## config.mk

```make
export PLATFORM = sky130hd
export DESIGN_NAME = rs232_mem_sched
export DESIGN_NICKNAME = d
export VERILOG_FILES = /design/src/rtl/rs232_pkg.sv /design/src/rtl/rs232_word_fifo.sv /design/src/rtl/rs232_mem_sched.sv
export SDC_FILE = /design/constraint.sdc
export NUM_CORES = 1
export LEC_CHECK = 0
export BUFFER_PORTS_ARGS = -buffer_cell sky130_fd_sc_hd__buf_2
export CAP_MARGIN = 5
export CELL_PAD_IN_SITES_DETAIL_PLACEMENT = 0
export CELL_PAD_IN_SITES_GLOBAL_PLACEMENT = 1
export CORE_ASPECT_RATIO = 0.8
export CORE_MARGIN = 8
export CORE_UTILIZATION = 28
export CTS_BUF_LIST = sky130_fd_sc_hd__clkbuf_8
export DETAILED_ROUTE_END_ITERATION = 8
export PLACE_DENSITY_LB_ADDON = 0.1
export SYNTH_ARGS = -nofsm -noshare
export SYNTH_HDL_FRONTEND = slang
export SYNTH_SLANG_ARGS = --single-unit
```

## constraint.sdc

```tcl
create_clock -name clk_i -period 2.95 [get_ports clk_i]
set_clock_uncertainty 0.1 [all_clocks]
set_input_delay 0.59 -clock clk_i [delete_from_list [all_inputs] [get_ports clk_i]]
set_output_delay 0.59 -clock clk_i [all_outputs]
set_load 0.01 [all_outputs]
```

## src/rtl/rs232_pkg.sv

```systemverilog
// Shared types and constants for the rs232 memory-side scheduler.
package rs232_pkg;

  localparam int WORD_W     = 8;
  localparam int TX_GAP_DEF = 12;

  typedef enum logic [1:0] {
    R_IDLE   = 2'd0,
    R_SKIP   = 2'd1,
    R_SAMPLE = 2'd2,
    R_COMMIT = 2'd3
  } rx_state_e;

  typedef enum logic [1:0] {
    T_IDLE  = 2'd0,
    T_REQ   = 2'd1,
    T_SHIFT = 2'd2,
    T_GAP   = 2'd3
  } tx_state_e;

endpackage

```

## src/rtl/rs232_word_fifo.sv

```systemverilog
// Circular word buffer: register array, wrapping pointers, occupancy count.
module rs232_word_fifo
  import rs232_pkg::*;
#(
  parameter int DEPTH = 16,
  parameter int AW    = 4
) (
  input  logic              clk_i,
  input  logic              rst_i,
  input  logic              wr_en_i,
  input  logic [WORD_W-1:0] wr_data_i,
  input  logic              rd_en_i,
  output logic [WORD_W-1:0] rd_data_o,
  output logic [AW:0]       count_o,
  output logic              full_o,
  output logic              empty_o
);

  logic [WORD_W-1:0] mem_q [DEPTH];
  logic [AW-1:0]     wr_ptr_q, rd_ptr_q;
  logic [AW:0]       count_q;
  logic              wr_ok_s, rd_ok_s;

  assign full_o    = (count_q == (AW+1)'(DEPTH));
  assign empty_o   = (count_q == {(AW+1){1'b0}});
  assign wr_ok_s   = wr_en_i & ~full_o;
  assign rd_ok_s   = rd_en_i & ~empty_o;
  assign rd_data_o = mem_q[rd_ptr_q];
  assign count_o   = count_q;

  // Storage array; contents need no reset because count gates visibility.
  always_ff @(posedge clk_i) begin
    if (wr_ok_s) mem_q[wr_ptr_q] <= wr_data_i;
  end

  // Pointers wrap naturally since DEPTH is a power of two.
  always_ff @(posedge clk_i or posedge rst_i) begin
    if (rst_i) begin
      wr_ptr_q <= {AW{1'b0}};
      rd_ptr_q <= {AW{1'b0}};
      count_q  <= {(AW+1){1'b0}};
    end else begin
      if (wr_ok_s) wr_ptr_q <= wr_ptr_q + AW'(1);
      if (rd_ok_s) rd_ptr_q <= rd_ptr_q + AW'(1);
      case ({wr_ok_s, rd_ok_s})
        2'b10:   count_q <= count_q + (AW+1)'(1);
        2'b01:   count_q <= count_q - (AW+1)'(1);
        default: count_q <= count_q;
      endcase
    end
  end

endmodule

```

## src/rtl/rs232_mem_sched.sv

```systemverilog
// Memory-side sequencer for rs232_ctrl: deserialises received words into a
// circular buffer and paces their re-transmission one word per Tx slot.
module rs232_mem_sched
  import rs232_pkg::*;
#(
  parameter int DEPTH  = 16,
  parameter int AW     = 4,
  parameter int TX_GAP = TX_GAP_DEF
) (
  input  logic              clk_i,
  input  logic              rst_i,
  input  logic              clk_rs232_en_i,
  input  logic              new_word_i,
  input  logic              data_rs232_in_i,
  output logic              send_word_o,
  output logic              data_rs232_out_o,
  input  logic              echo_en_i,
  input  logic              clr_ovf_i,
  output logic [WORD_W-1:0] rx_word_o,
  output logic              rx_valid_o,
  output logic [AW:0]       fill_level_o,
  output logic              overflow_o,
  output logic              tx_busy_o
);

  localparam int GW = $clog2(TX_GAP + 1);

  rx_state_e         rx_state_q, rx_state_d;
  tx_state_e         tx_state_q, tx_state_d;
  logic              nw_q;
  logic [2:0]        bit_cnt_q, bit_cnt_d, sh_cnt_q, sh_cnt_d;
  logic [WORD_W-1:0] shreg_q, shreg_d, rx_word_q, rx_word_d, txreg_q, txreg_d;
  logic              rx_valid_q, rx_valid_d, ovf_q, ovf_d;
  logic [GW-1:0]     gap_cnt_q, gap_cnt_d;
  logic              commit_s, wr_en_s, rd_en_s, full_s, empty_s;
  logic [WORD_W-1:0] rd_data_s;

  rs232_word_fifo #(.DEPTH(DEPTH), .AW(AW)) u_fifo (
    .clk_i     (clk_i),
    .rst_i     (rst_i),
    .wr_en_i   (wr_en_s),
    .wr_data_i (shreg_q),
    .rd_en_i   (rd_en_s),
    .rd_data_o (rd_data_s),
    .count_o   (fill_level_o),
    .full_o    (full_s),
    .empty_o   (empty_s)
  );

  assign commit_s = (rx_state_q == R_COMMIT);
  assign wr_en_s  = commit_s & ~full_s;
  assign rd_en_s  = (tx_state_q == T_REQ);
  // A drop on a full buffer outranks a simultaneous clear.
  assign ovf_d    = (commit_s & full_s) ? 1'b1 : (clr_ovf_i ? 1'b0 : ovf_q);

  // Rx framing: skip one cycle after the rising edge, then take 8 samples.
  always_comb begin
    rx_state_d = rx_state_q;
    bit_cnt_d  = bit_cnt_q;
    shreg_d    = shreg_q;
    rx_word_d  = rx_word_q;
    rx_valid_d = 1'b0;
    case (rx_state_q)
      R_IDLE: begin
        if (new_word_i && !nw_q) rx_state_d = R_SKIP;
        else                     rx_state_d = R_IDLE;
      end
      R_SKIP: begin
        bit_cnt_d = 3'd0;
        if (new_word_i) rx_state_d = R_SAMPLE;
        else            rx_state_d = R_IDLE;
      end
      R_SAMPLE: begin
        if (!new_word_i) begin
          rx_state_d = R_IDLE;
        end else begin
          shreg_d   = {shreg_q[6:0], data_rs232_in_i};
          bit_cnt_d = bit_cnt_q + 3'd1;
          if (bit_cnt_q == 3'd7) begin
            rx_state_d = R_COMMIT;
            rx_word_d  = shreg_d;
            rx_valid_d = 1'b1;
          end else begin
            rx_state_d = R_SAMPLE;
          end
        end
      end
      R_COMMIT: rx_state_d = R_IDLE;
      default:  rx_state_d = R_IDLE;
    endcase
  end

  // Tx pacing; a word committing this cycle counts as available for start.
  always_comb begin
    tx_state_d = tx_state_q;
    txreg_d    = txreg_q;
    sh_cnt_d   = sh_cnt_q;
    gap_cnt_d  = gap_cnt_q;
    case (tx_state_q)
      T_IDLE: begin
        if (echo_en_i && (!empty_s || wr_en_s)) tx_state_d = T_REQ;
        else                                    tx_state_d = T_IDLE;
      end
      T_REQ: begin
        txreg_d    = rd_data_s;
        sh_cnt_d   = 3'd0;
        tx_state_d = T_SHIFT;
      end
      T_SHIFT: begin
        txreg_d  = {txreg_q[6:0], 1'b0};
        sh_cnt_d = sh_cnt_q + 3'd1;
        if (sh_cnt_q == 3'd7) begin
          tx_state_d = T_GAP;
          gap_cnt_d  = {GW{1'b0}};
        end else begin
          tx_state_d = T_SHIFT;
        end
      end
      T_GAP: begin
        if (clk_rs232_en_i) begin
          gap_cnt_d = gap_cnt_q + GW'(1);
          if (gap_cnt_q == GW'(TX_GAP - 1)) tx_state_d = T_IDLE;
          else                              tx_state_d = T_GAP;
        end else begin
          tx_state_d = T_GAP;
        end
      end
      default: tx_state_d = T_IDLE;
    endcase
  end

  // State and datapath registers.
  always_ff @(posedge clk_i or posedge rst_i) begin
    if (rst_i) begin
      rx_state_q <= R_IDLE;
      tx_state_q <= T_IDLE;
      nw_q       <= 1'b0;
      bit_cnt_q  <= 3'd0;
      sh_cnt_q   <= 3'd0;
      shreg_q    <= {WORD_W{1'b0}};
      rx_word_q  <= {WORD_W{1'b0}};
      txreg_q    <= {WORD_W{1'b0}};
      rx_valid_q <= 1'b0;
      ovf_q      <= 1'b0;
      gap_cnt_q  <= {GW{1'b0}};
    end else begin
      rx_state_q <= rx_state_d;
      tx_state_q <= tx_state_d;
      nw_q       <= new_word_i;
      bit_cnt_q  <= bit_cnt_d;
      sh_cnt_q   <= sh_cnt_d;
      shreg_q    <= shreg_d;
      rx_word_q  <= rx_word_d;
      txreg_q    <= txreg_d;
      rx_valid_q <= rx_valid_d;
      ovf_q      <= ovf_d;
      gap_cnt_q  <= gap_cnt_d;
    end
  end

  assign send_word_o      = (tx_state_q == T_REQ);
  assign data_rs232_out_o = (tx_state_q == T_SHIFT) & txreg_q[7];
  assign tx_busy_o        = (tx_state_q != T_IDLE);
  assign rx_word_o        = rx_word_q;
  assign rx_valid_o       = rx_valid_q;
  assign overflow_o       = ovf_q;

endmodule

```

=== Word-level counts from Yosys, hierarchy flattened ===
Memory sizes are Yosys's and may differ from the RTL's.
Cells that the tools add are included.

* Bits in registers: 54
* Latch bits: 0
* Bits in writable memories: 128
* ROM bits: 0
* Input port bits: 7
* Output and inout bits: 18
* Logic and storage cells: 87
* Memories: 1

{| class="wikitable"
|+ Memory list
! name !! depth !! width !! rd ports !! clocked after Yosys merged registers in !! write ports !! RTL line !! RTL
|-
| u_fifo.mem_q || 16 || 8 || 1 || 0 || 1 || rs232_word_fifo.sv:19 || <nowiki>logic [WORD_W-1:0] mem_q [DEPTH];</nowiki>
|}

* Add/subtract/negate cells: 7
* $mul: 0
* Divide/modulo/power cells: 0
* Magnitude comparators: 0
* Equality and inequality tests: 15
* Shift-type cells: 0
* Mux-type cells: 25
* Bitwise operators: 7
* Reduce and logical (&&, ||, !) cells: 18

{| class="wikitable"
|+ Operators by type and width
! operator !! count
|-
| $pmux W2 S4 || 2
|-
| $pmux W8 S2 || 1
|-
| $add A4 B1 Y4 const B || 3
|-
| $pmux W3 S2 || 2
|-
| $reduce_bool A2 Y1 || 6
|-
| $mux W1 || 11
|-
| $eq A2 B2 Y1 const B || 5
|-
| $pmux W5 S2 || 1
|-
| $mux W2 || 4
|-
| $mux W4 || 2
|-
| $pmux W4 S2 || 1
|-
| $add A3 B1 Y3 const B || 2
|-
| $eq A2 B1 Y1 const B || 3
|-
| $eq A3 B3 Y1 const B || 2
|-
| $ne A2 B2 Y1 const B || 3
|-
| $reduce_and A3 Y1 || 2
|-
| $add A5 B1 Y5 const B || 1
|-
| $and A1 B1 Y1 || 5
|-
| $eq A5 B5 Y1 const B || 1
|-
| $logic_not A5 Y1 || 1
|-
| $sub A5 B1 Y5 const B || 1
|-
| $eq A4 B4 Y1 const B || 1
|-
| $logic_not A2 Y1 || 2
|-
| $reduce_and A2 Y1 || 2
|-
| 5 further kinds || 8
|}

=== Logic depth before layout (Yosys ltp) ===
Gate-level depths: netlist of the first run.

* Depth in word-level cells: 7
* Depth in mapped cells: 13
* Mapped depth without buffers: 10

=== Modules after synthesis ===
From an unflattened synthesis of the first run, not the netlist that was laid out.

* Cells, all modules: 500
* Area, all modules: 7773.7 sq um

{| class="wikitable"
|+ By module, submodules not included
! module !! instances !! cells an instance !! area each (sq um) !! seq. area each (sq um)
|-
| rs232_word_fifo || 1 || 333 || 5796.8 || 4169.0
|-
| rs232_mem_sched || 1 || 167 || 1976.9 || 1026.0
|}

=== Least setup slack after synthesis of the first run ===
OpenSTA, ideal clock, no wires.

* Kind: flip-flop to flip-flop
* Start: register u_fifo.count_q[2] (netlist: u_fifo.count_o[2])
* End: register u_fifo.count_q[4] (netlist: u_fifo.count_o[4])
* Library setup time: 0.125 ns
* Data arrival time: 2.600 ns
* Required time: 2.725 ns
* Slack: 0.125 ns
* Stages on the path, launching flop included: 14
* Path buffers: 3
* Clock period less this slack: 2.825 ns
* Cell sequence: dfrtp_1 -> clkbuf_1 -> nor4_2 -> a21oi_1 -> buf_2 -> inv_1 -> ha_1 -> clkbuf_1 -> xor2_1 -> ha_1 -> inv_1 -> a222oi_1 -> nor3_1 -> xnor2_1

* Longest elaborated chain between the ends: 6
* Elaborated cells on any way between the ends: 13
* Classes of those cells: 2 x add/sub; 3 x eq/ne; 1 x mux; 5 x bitwise; 2 x reduce/logical

{| class="wikitable"
|+ Ends and longest elaborated chain
! item !! RTL line !! RTL
|-
| start: declaration || rs232_word_fifo.sv:21 || <nowiki>logic [AW:0] count_q;</nowiki>
|-
| start signal: assignment || rs232_word_fifo.sv:41 || <nowiki>count_q <= {(AW+1){1'b0}};</nowiki>
|-
| start signal: assignment || rs232_word_fifo.sv:46 || <nowiki>2'b10: count_q <= count_q + (AW+1)'(1);</nowiki>
|-
| start signal: assignment || rs232_word_fifo.sv:47 || <nowiki>2'b01: count_q <= count_q - (AW+1)'(1);</nowiki>
|-
| $eq A5 B5 Y1 || rs232_word_fifo.sv:24 || <nowiki>assign full_o = (count_q == (AW+1)'(DEPTH));</nowiki>
|-
| $not A1 Y1 || rs232_word_fifo.sv:26, rs232_mem_sched.sv:51 ||
|-
| $and A1 B1 Y1 || rs232_mem_sched.sv:51 || <nowiki>assign wr_en_s = commit_s & ~full_s;</nowiki>
|-
| $and A1 B1 Y1 || rs232_word_fifo.sv:26 || <nowiki>assign wr_ok_s = wr_en_i & ~full_o;</nowiki>
|-
| $eq A2 B1 Y1 / $eq A2 B2 Y1 (equally long branches) || rs232_word_fifo.sv:45 || <nowiki>case ({wr_ok_s, rd_ok_s})</nowiki>
|-
| $pmux W5 S2 / $reduce_bool A2 Y1 (equally long branches) || - ||
|}

Several ways; a longest one is shown, not always the timed one.
A chain may end at the register's enable or synchronous reset.

=== Final worst setup path of the first run ===
Ends and elaborated chain as after synthesis.

==> impl_metrics.ini, run 1 <==
[layout]
fillers = 2623
drive_gt1_share_pct = 19.8
multi_input_area_sq_um = 2300
layoutNonFillerInstCount = 885
regArea_sq_um = 5200
area_growth_pct = 12.7
fin_nets = 533
diodes = 0

[sta]
hold_viol = 0
drv_slew = 0
setup_viol = 0
fin_crit_sh_pct = 91.0
rsz0062_at_grt = no
tns_ps = 0
relSlewSlack_pct = 47.4
max_freq_mhz = 372
worst_pin_slew_ps = 790
fin_crit_ps = 2680

[critical_path]
crit_buf_inv = 2
r2r_start = u_fifo.count_o[2]
crit_path_end_kind = flop
crit_slowest_cell = dfrtp_1
cp_top_family = adder cells
worstPathRequired_ps = 3200
setup.worst_path.start = u_fifo.count_o[2]
cp_cell_sequence = nor4_4 -> a21oi_1 -> inv_1 -> ha_1 -> xor2_1 -> ha_1 -> inv_1 -> a222oi_1 -> nor3_1 -> xnor2_1
crit_type = reg2reg
cp_max_fo = 8
start_kind = flop
critPathMaxStageDelay_ps = 510
worstPathArrival_ps = 2940

[synth]
synthArstFlopShare_pct = 29.7
syn_nets = 506
yosysWarnings = 0
yosysSeqAreaShare_pct = 67.7
syn_area_sq_um = 7670
syn_area_per_cell_sq_um = 16.0
synth-seq-cells = 182
synth_ff_type = edfxtp_1
synthCells = 481
synth_edf_count = 128
synth_cell_types = 47

[global_routing]
grt_start_max_net_pins = 40
antenna_found_initial = 1
grt_pass1_wl_um = 26400
grt_util_all_layers_pct = 10.8
grt_overflow = 0
first_global_vias = 4086

[clock_network]
cts_hold_buf = 0
clockBufferDepth = 2
htree_levels = 4
cts_tree = done
cts_root_buf = clkbuf_8
cts-buffers-inserted = 17
clk_pin_slew_ps = 110
clkLatencyLatePin_ps = 460
cts_num_sinks = 182

[detailed_routing]
routed_via_density = 4.56
ant_nets = 0
drt_iter0_markers = 181
drc = 0
routed_wirelength_um = 17300
via_count = 4035
firstDrtPassIters = 4
post_drt_wl_per_cell_um = 19.6

[power]
ir_drop_mv = 0.322
powerDensity_nw_per_um2 = 882
p_leak_uw = 0.00321

[floorplan]
die_h_um = 164
die_area_sq_um = 33000
ioPinCount = 25
coreArea_sq_um = 27100
rows = 54
start_util_pct = 28.3
dieWidth_um = 201

[hold_path]
hold_class = in2async

[place]
portBuffers = 24
place.gp.congestion = 0.708
dpl.hpwl_um = 11100
dp.cells = 853

[run_status]
status = complete, no violations

[run]
cap_violations = 0
where the power goes:
group          total (uW)  switching (uW)  leakage, uW  internal, uW
Sequential           3560             444      0.00185          3120
Clock                1770             974     0.000206           801
Combinational        2300            1270      0.00115          1030
layer usage:
metal	global-route usage, %	up-vias	wire [um]
li1	-	1886	-
met1	15.2	2084	8720
met2	16.6	54	7900
met3	2.27	11	515
met4	3.11	0	182
met5	0	-	0
placed cells by master, fill, tap and decap left out, types with 2 or more instances in the layout:
master / instances
and2_1: 15
o311ai_0: 2
a22o_1: 5
dfrtp_1: 53
nor2_1: 10
o2111ai_1: 3
buf_2: 24
bufinv_16: 2
nand2b_1: 2
inv_6: 4
ha_1: 18
xor2_1: 7
xnor2_1: 7
and3b_1: 2
inv_8: 2
mux4_1: 11
clkinvlp_4: 2
and4_1: 5
mux2i_1: 20
a21oi_1: 17
buf_12: 3
o211ai_1: 3
mux4_2: 13
mux2_2: 23
a221oi_1: 5
clkbuf_8: 18
nand2_1: 36
edfxtp_1: 128
nand4_1: 4
nor3b_1: 2
o21ai_0: 20
inv_1: 19
nor3_1: 2
nor2b_1: 3
buf_4: 5
nand3_1: 7
flip-flops by register name, summed over array words and instances (netlist names), 4 cells and up:
| name | cells |
|---|---|
| shreg_q | 8 |
| rx_word_o | 8 |
| gap_cnt_q | 4 |
| u_fifo.count_o | 5 |
| u_fifo.wr_ptr_q | 4 |
| u_fifo.mem_q | 128 |
| u_fifo.rd_ptr_q | 4 |
| txreg_q | 8 |
cell type report:
cell class                 count  area share, %
tap                          364           5.26
inverter                      19          0.824
timing repair buffer          32           2.52
multi-input combinational    256           26.6
clock buffer                  18           2.86
clock inverter                14           1.91
sequential                   182           60.1
synth_stat cells (all sizes together), types with 2 or more instances:
library cell  number  share of area, %
mux2              23               3.4
nand4              4              0.33
o211ai             3              0.29
nand2b             2              0.16
clkbuf            14              0.68
nor3b              2              0.20
o2111ai            3              0.34
ha                18               2.9
dfrtp             54                18
a22o               5              0.57
xor2               7              0.80
a221oi             5              0.57
o21ai             20               1.3
and4               5              0.57
and3b              2              0.23
mux2i             20               2.6
inv               19              0.93
nor3               2              0.13
mux4              24               7.6
buf               10              0.91
nand3              7              0.46
xnor2              7              0.80
edfxtp           128                50
and2              15               1.2
a21oi             17               1.1
o311ai             2              0.23
nand2             36               1.8
nor2              10              0.49
nor2b              3              0.24
final timing paths:
path	end	cells after the start	slack, ps
worst max-delay path	u_fifo.count_o[4]	10	270
worst min-delay path	shreg_q[0]	2	40
max in group asynchronous	u_fifo.rd_ptr_q[2]	3	2110
worst min register to register	sh_cnt_q[0]	1	390
min in group clk_i	nw_q	1	210
worst max register to register	u_fifo.count_o[4]	10	270
per-stage QoR:
stage	cell area, sq um	utilization (%)	power (uW)	setup WS (ps)	hold WS [ps]
global placement	8230	30.4	5950	204	366
detailed placement	8230	30.4	5950	131	385
CTS	8640	31.9	7750	104	23.4
global route	8650	31.9	8110	60.1	41.5
finish	8650	31.9	7630	265	40.6
floorplan	7670	-	5120	125	357
logic make-up (layout without fill, tap and decap cells):
family          count (synthesis)  in the layout  share of synthesized area, %
xor+xnor                       14             14                          1.60
mux                            67             67                          13.6
fa+ha+maj                      18             18                          2.93
buf+inv                        43             83                          2.53
simple gates                   93             93                          6.31
compound gates                 64             64                          5.38
flops                         182            182                          67.7
what timing repair did:
item	4_1_cts	5_1_grt
setup buffers	0	0
gates resized for setup	0	2
endpoints found under the hold margin	0	0
endpoints found under the setup margin	0	2
(Power assumes the default switching activity.)
==> inputs of run 2 (changes only) <==
- BUFFER_PORTS_ARGS: -buffer_cell sky130_fd_sc_hd__buf_2 -> -buffer_cell sky130_fd_sc_hd__buf_4
==> impl_metrics.ini, run 2 (synthesized netlist as in run 1, its figures left out) <==
[sta]
worst_pin_slew_ps = 1160
relSlewSlack_pct = 22.7
fin_crit_sh_pct = 90.5
drv_slew = 0
setup_slack_ps = 281
max_freq_mhz = 375
hold_viol = 0
tns_ps = 0
fin_crit_ps = 2670
rsz0062_at_grt = no
setup_viol = 0

[layout]
layoutNonFillerInstCount = 887
area_growth_pct = 13.5
diodes = 0
layout_common_cells = edfxtp_1 (128), dfrtp_1 (53), nand2_1 (36)
final_util_pct = 32.1
final_common_cell = edfxtp_1
top_register = u_fifo.mem_q
fin_nets = 535
largest_register_ffs = 128
drive_gt1_share_pct = 20.1

[global_routing]
grt_util_all_layers_pct = 11.1
grt_pass1_wl_um = 26800
grt_start_max_net_pins = 34
first_global_vias = 4108
grt_overflow = 0
antenna_found_initial = 0

[critical_path]
worstSetupPathDepth = 10
r2r-end = u_fifo.count_o[4]
critPathMaxStageDelay_ps = 500
worstPathArrival_ps = 2930
rr_worst_depth = 10
cp_cell_sequence = nor4_4 -> a21oi_1 -> inv_1 -> ha_1 -> xor2_1 -> ha_1 -> inv_1 -> a222oi_1 -> nor3_1 -> xnor2_1
r2r_start = u_fifo.count_o[1]
cp_top_family = adder cells
start_kind = flop
r2r_slack_ps = 280
crit_type = reg2reg
worstPathRequired_ps = 3210
crit_path_end_kind = flop
crit_slowest_cell = dfrtp_1
cp_max_fo = 9
crit_buf_inv = 2

[power]
switching_share_pct = 35.1
finalPower_uw = 7620
pwr-share-clk_pct = 23.0
intPower_uw = 4940
seq_power_share_pct = 47.5
power_frac_comb_pct = 29.5
p_sw_uw = 2680
powerDensity_nw_per_um2 = 875
ir_drop_mv = 0.286
p_leak_uw = 0.00322

[clock_network]
cts_setup_buffers = 0
htree_levels = 4
cts_tree = done
clk_pin_slew_ps = 100
cts-buffers-inserted = 17
cts_num_sinks = 182
clkLatencyLatePin_ps = 470
cts_root_buf = clkbuf_8
clockBufferDepth = 2

[run]
cap_violations = 0

[place]
place.gp.congestion = 0.681
dpl.hpwl_um = 11400
portBuffers = 24
dp_slack_ps = 139
dp.cells = 855

[detailed_routing]
ant_nets = 0
post_drt_wl_per_cell_um = 19.9
drc = 0
routed_via_density = 4.54
firstDrtPassIters = 4
drt_iter0_markers = 233
via_count = 4024
routed_wirelength_um = 17700

[floorplan]
die_area_sq_um = 33000
dieWidth_um = 201
ioPinCount = 25
start_util_pct = 28.3
rows = 54
coreArea_sq_um = 27100
die_h_um = 164

[run_status]
status = complete, no violations

[hold_path]
hold_class = in2async
-- run 2: final cells by class --
type,count,area [sq um]
clock inverters,15,173
flip-flops and latches,182,5200
fillers,2673,18400
well taps,364,455
inverters,19,71.3
repair buffers,34,280
clock buffers,17,234
multi-input cells,256,2300
-- run 2: repair_timing --
| item | 4_1_cts | 5_1_grt |
|---|---|---|
| setup endpoints to repair | 0 | 2 |
| hold buffers | 0 | 0 |
| resized for setup | 0 | 2 |
-- run 2: power by group through the flow --
stage          clock network (uW)  registers, uW  logic [uW]
2_1_floorplan                   0           3400        1720
3_5_place_dp                    0           3680        2290
3_3_place_gp                    0           3670        2310
4_1_cts                      1820           3630        2300
5_1_grt                      1930           3690        2520
6_report                     1760           3620        2250
-- run 2: metrics by stage --
stage / area, sq um / hold WS (ps)
6_report: 8710 / 46.2
5_1_grt: 8710 / 34.8
4_1_cts: 8700 / 10.6
3_5_place_dp: 8290 / 393
3_3_place_gp: 8290 / 369
2_1_floorplan: 7670 / 357
-- run 2: worst register-to-register path, cell delays in order (launching register included) --
cell      delay [ps]
dfrtp_1          500
nor4_4           410
a21oi_1          150
inv_1             90
ha_1             320
xor2_1           190
ha_1             210
inv_1             50
a222oi_1         290
nor3_1           100
xnor2_1          130
-- run 2: how the worst max path moves through the flow --
stage,startpoint,endpoint,slack (ps)
after floorplan,u_fifo.count_o[2],u_fifo.count_o[4],130
after global placement,tx_state_q[1],u_fifo.count_o[4],210
after detailed placement,tx_state_q[1],u_fifo.count_o[4],140
after CTS,tx_state_q[1],u_fifo.count_o[4],110
after global routing,u_fifo.count_o[1],u_fifo.count_o[4],30
final,u_fifo.count_o[1],u_fifo.count_o[4],280
-- run 2: routing by layer --
layer / vias to the layer above / routed length, um / track usage [%]
met5: - / 0 / 0
met4: 0 / 212 / 4.01
met3: 14 / 587 / 2.76
met2: 48 / 7860 / 16.4
met1: 2075 / 9000 / 15.7
li1: 1887 / - / -
==> inputs of run 3 (changes only) <==
- RECOVER_POWER: default -> 50
==> impl_metrics.ini, run 3 (synthesized netlist as in run 1, its figures left out) <==
[clock_network]
htree_levels = 4
cts_root_buf = clkbuf_8
clockBufferDepth = 2
cts_hold_buf = 0
clkLatencyLatePin_ps = 480
cts_tree = done
clk_pin_slew_ps = 100
cts_num_sinks = 182
cts-buffers-inserted = 17

[detailed_routing]
drc = 0
routed_via_density = 4.51
routed_wirelength_um = 17600
via_count = 4003
firstDrtPassIters = 4
post_drt_wl_per_cell_um = 19.9
drt_iter0_markers = 251
ant_nets = 0

[floorplan]
rows = 54
dieWidth_um = 201
coreArea_sq_um = 27100
ioPinCount = 25
start_util_pct = 28.3
die_area_sq_um = 33000
die_h_um = 164

[power]
p_leak_uw = 0.00322
powerDensity_nw_per_um2 = 876
ir_drop_mv = 0.291

[hold_path]
hold_class = in2async

[critical_path]
worstPathArrival_ps = 2930
cp_cell_sequence = nor4_4 -> a21oi_1 -> inv_1 -> ha_1 -> xor2_1 -> ha_1 -> inv_1 -> a222oi_1 -> nor3_1 -> xnor2_1
crit_path_end_kind = flop
cp_max_fo = 9
critPathMaxStageDelay_ps = 500
crit_slowest_cell = dfrtp_1
crit_type = reg2reg
rr_worst_depth = 10
start_kind = flop
worstPathRequired_ps = 3210

[layout]
fin_nets = 535
drive_gt1_share_pct = 19.7
fillers = 2677
top_register = u_fifo.mem_q
largest_register_ffs = 128
layout_common_cells = edfxtp_1 (128), dfrtp_1 (53), nand2_1 (36)
area_growth_pct = 13.2
finalInstanceArea_sq_um = 8690
diodes = 0
final_common_cell = edfxtp_1
layoutNonFillerInstCount = 887

[run]
cap_violations = 0

[global_routing]
grt_util_all_layers_pct = 11.1
grt_pass1_wl_um = 26800
grt_overflow = 0
grt_start_max_net_pins = 34
antenna_found_initial = 0
first_global_vias = 4108

[sta]
setup_viol = 0
rsz0062_at_grt = no
relSlewSlack_pct = 21.1
worst_pin_slew_ps = 1180
fin_crit_ps = 2670
max_freq_mhz = 375
tns_ps = 0
fin_crit_sh_pct = 90.5
hold_viol = 0
drv_slew = 0

[run_status]
status = complete, no violations

[place]
dpl-instance-area_sq_um = 8290
dp.cells = 855
place.gp.congestion = 0.681
dpl.hpwl_um = 11400
portBuffers = 24
-- run 3: critical path, delay by kind of cell, from the launching register on --
| family | cells | cell delay, ps |
|---|---|---|
| xor gates and xnor gates | 2 | 320 |
| and+or+nand+nor | 2 | 510 |
| buffers and inverters | 2 | 140 |
| DFF | 1 | 500 |
| adders and majority gates | 2 | 530 |
| AOI/OAI and AO/OA | 2 | 440 |
-- run 3: path summary, 6_finish.rpt --
kind | endpoint | slack (ps) | startpoint
hold reg to reg | sh_cnt_q[0] | 400 | sh_cnt_q[0]
setup reg to reg | u_fifo.count_o[4] | 280 | u_fifo.count_o[1]
max in group asynchronous | u_fifo.rd_ptr_q[2] | 1050 | rst_i
hold / removal | shreg_q[0] | 190 | rst_i
setup / recovery | u_fifo.count_o[4] | 280 | u_fifo.count_o[1]
min in group clk_i | overflow_o | 200 | clr_ovf_i
-- run 3: area by class of cell --
class	instances	area [sq um]	share of cell area, %
well taps	364	455	5.24
inverters	19	71.3	0.821
repair buffers	34	262	3.01
clock buffers	17	234	2.69
clock inverters	15	173	1.99
flip-flops and latches	182	5200	59.8
multi-input cells	256	2300	26.5
-- run 3: what timing repair did --
item                                    in CTS  in global routing
hold endpoints to repair                     0                  0
gates resized for setup                      0                  2
buffers inserted                             0                  0
endpoints found under the setup margin       0                  2
-- run 3: metrics by stage --
step / util, % / hold WS [ps] / worst slack [ps] / power, uW
after CTS: 32.1 / 10.6 / 111 / 7760
after global placement: 30.6 / 369 / 208 / 5970
after floorplan: - / 357 / 125 / 5120
after global routing: 32.1 / 146 / 32.9 / 8130
after detailed placement: 30.6 / 393 / 139 / 5970
final: 32.1 / 191 / 281 / 7620
-- run 3: metal layers --
| layer | track usage [%] | vias to the layer above | wire length [um] |
|---|---|---|---|
| li1 | - | 1885 | - |
| met3 | 2.76 | 15 | 526 |
| met4 | 4.01 | 0 | 217 |
| met2 | 16.4 | 48 | 7880 |
| met1 | 15.7 | 2055 | 9020 |
| met5 | 0 | - | 0 |
-- run 3: power by group --
part | internal, uW | total (uW) | switching (uW)
sequential | 3120 | 3610 | 497
combinational | 1050 | 2250 | 1200
clock | 776 | 1760 | 980
total | 4940 | 7620 | 2680
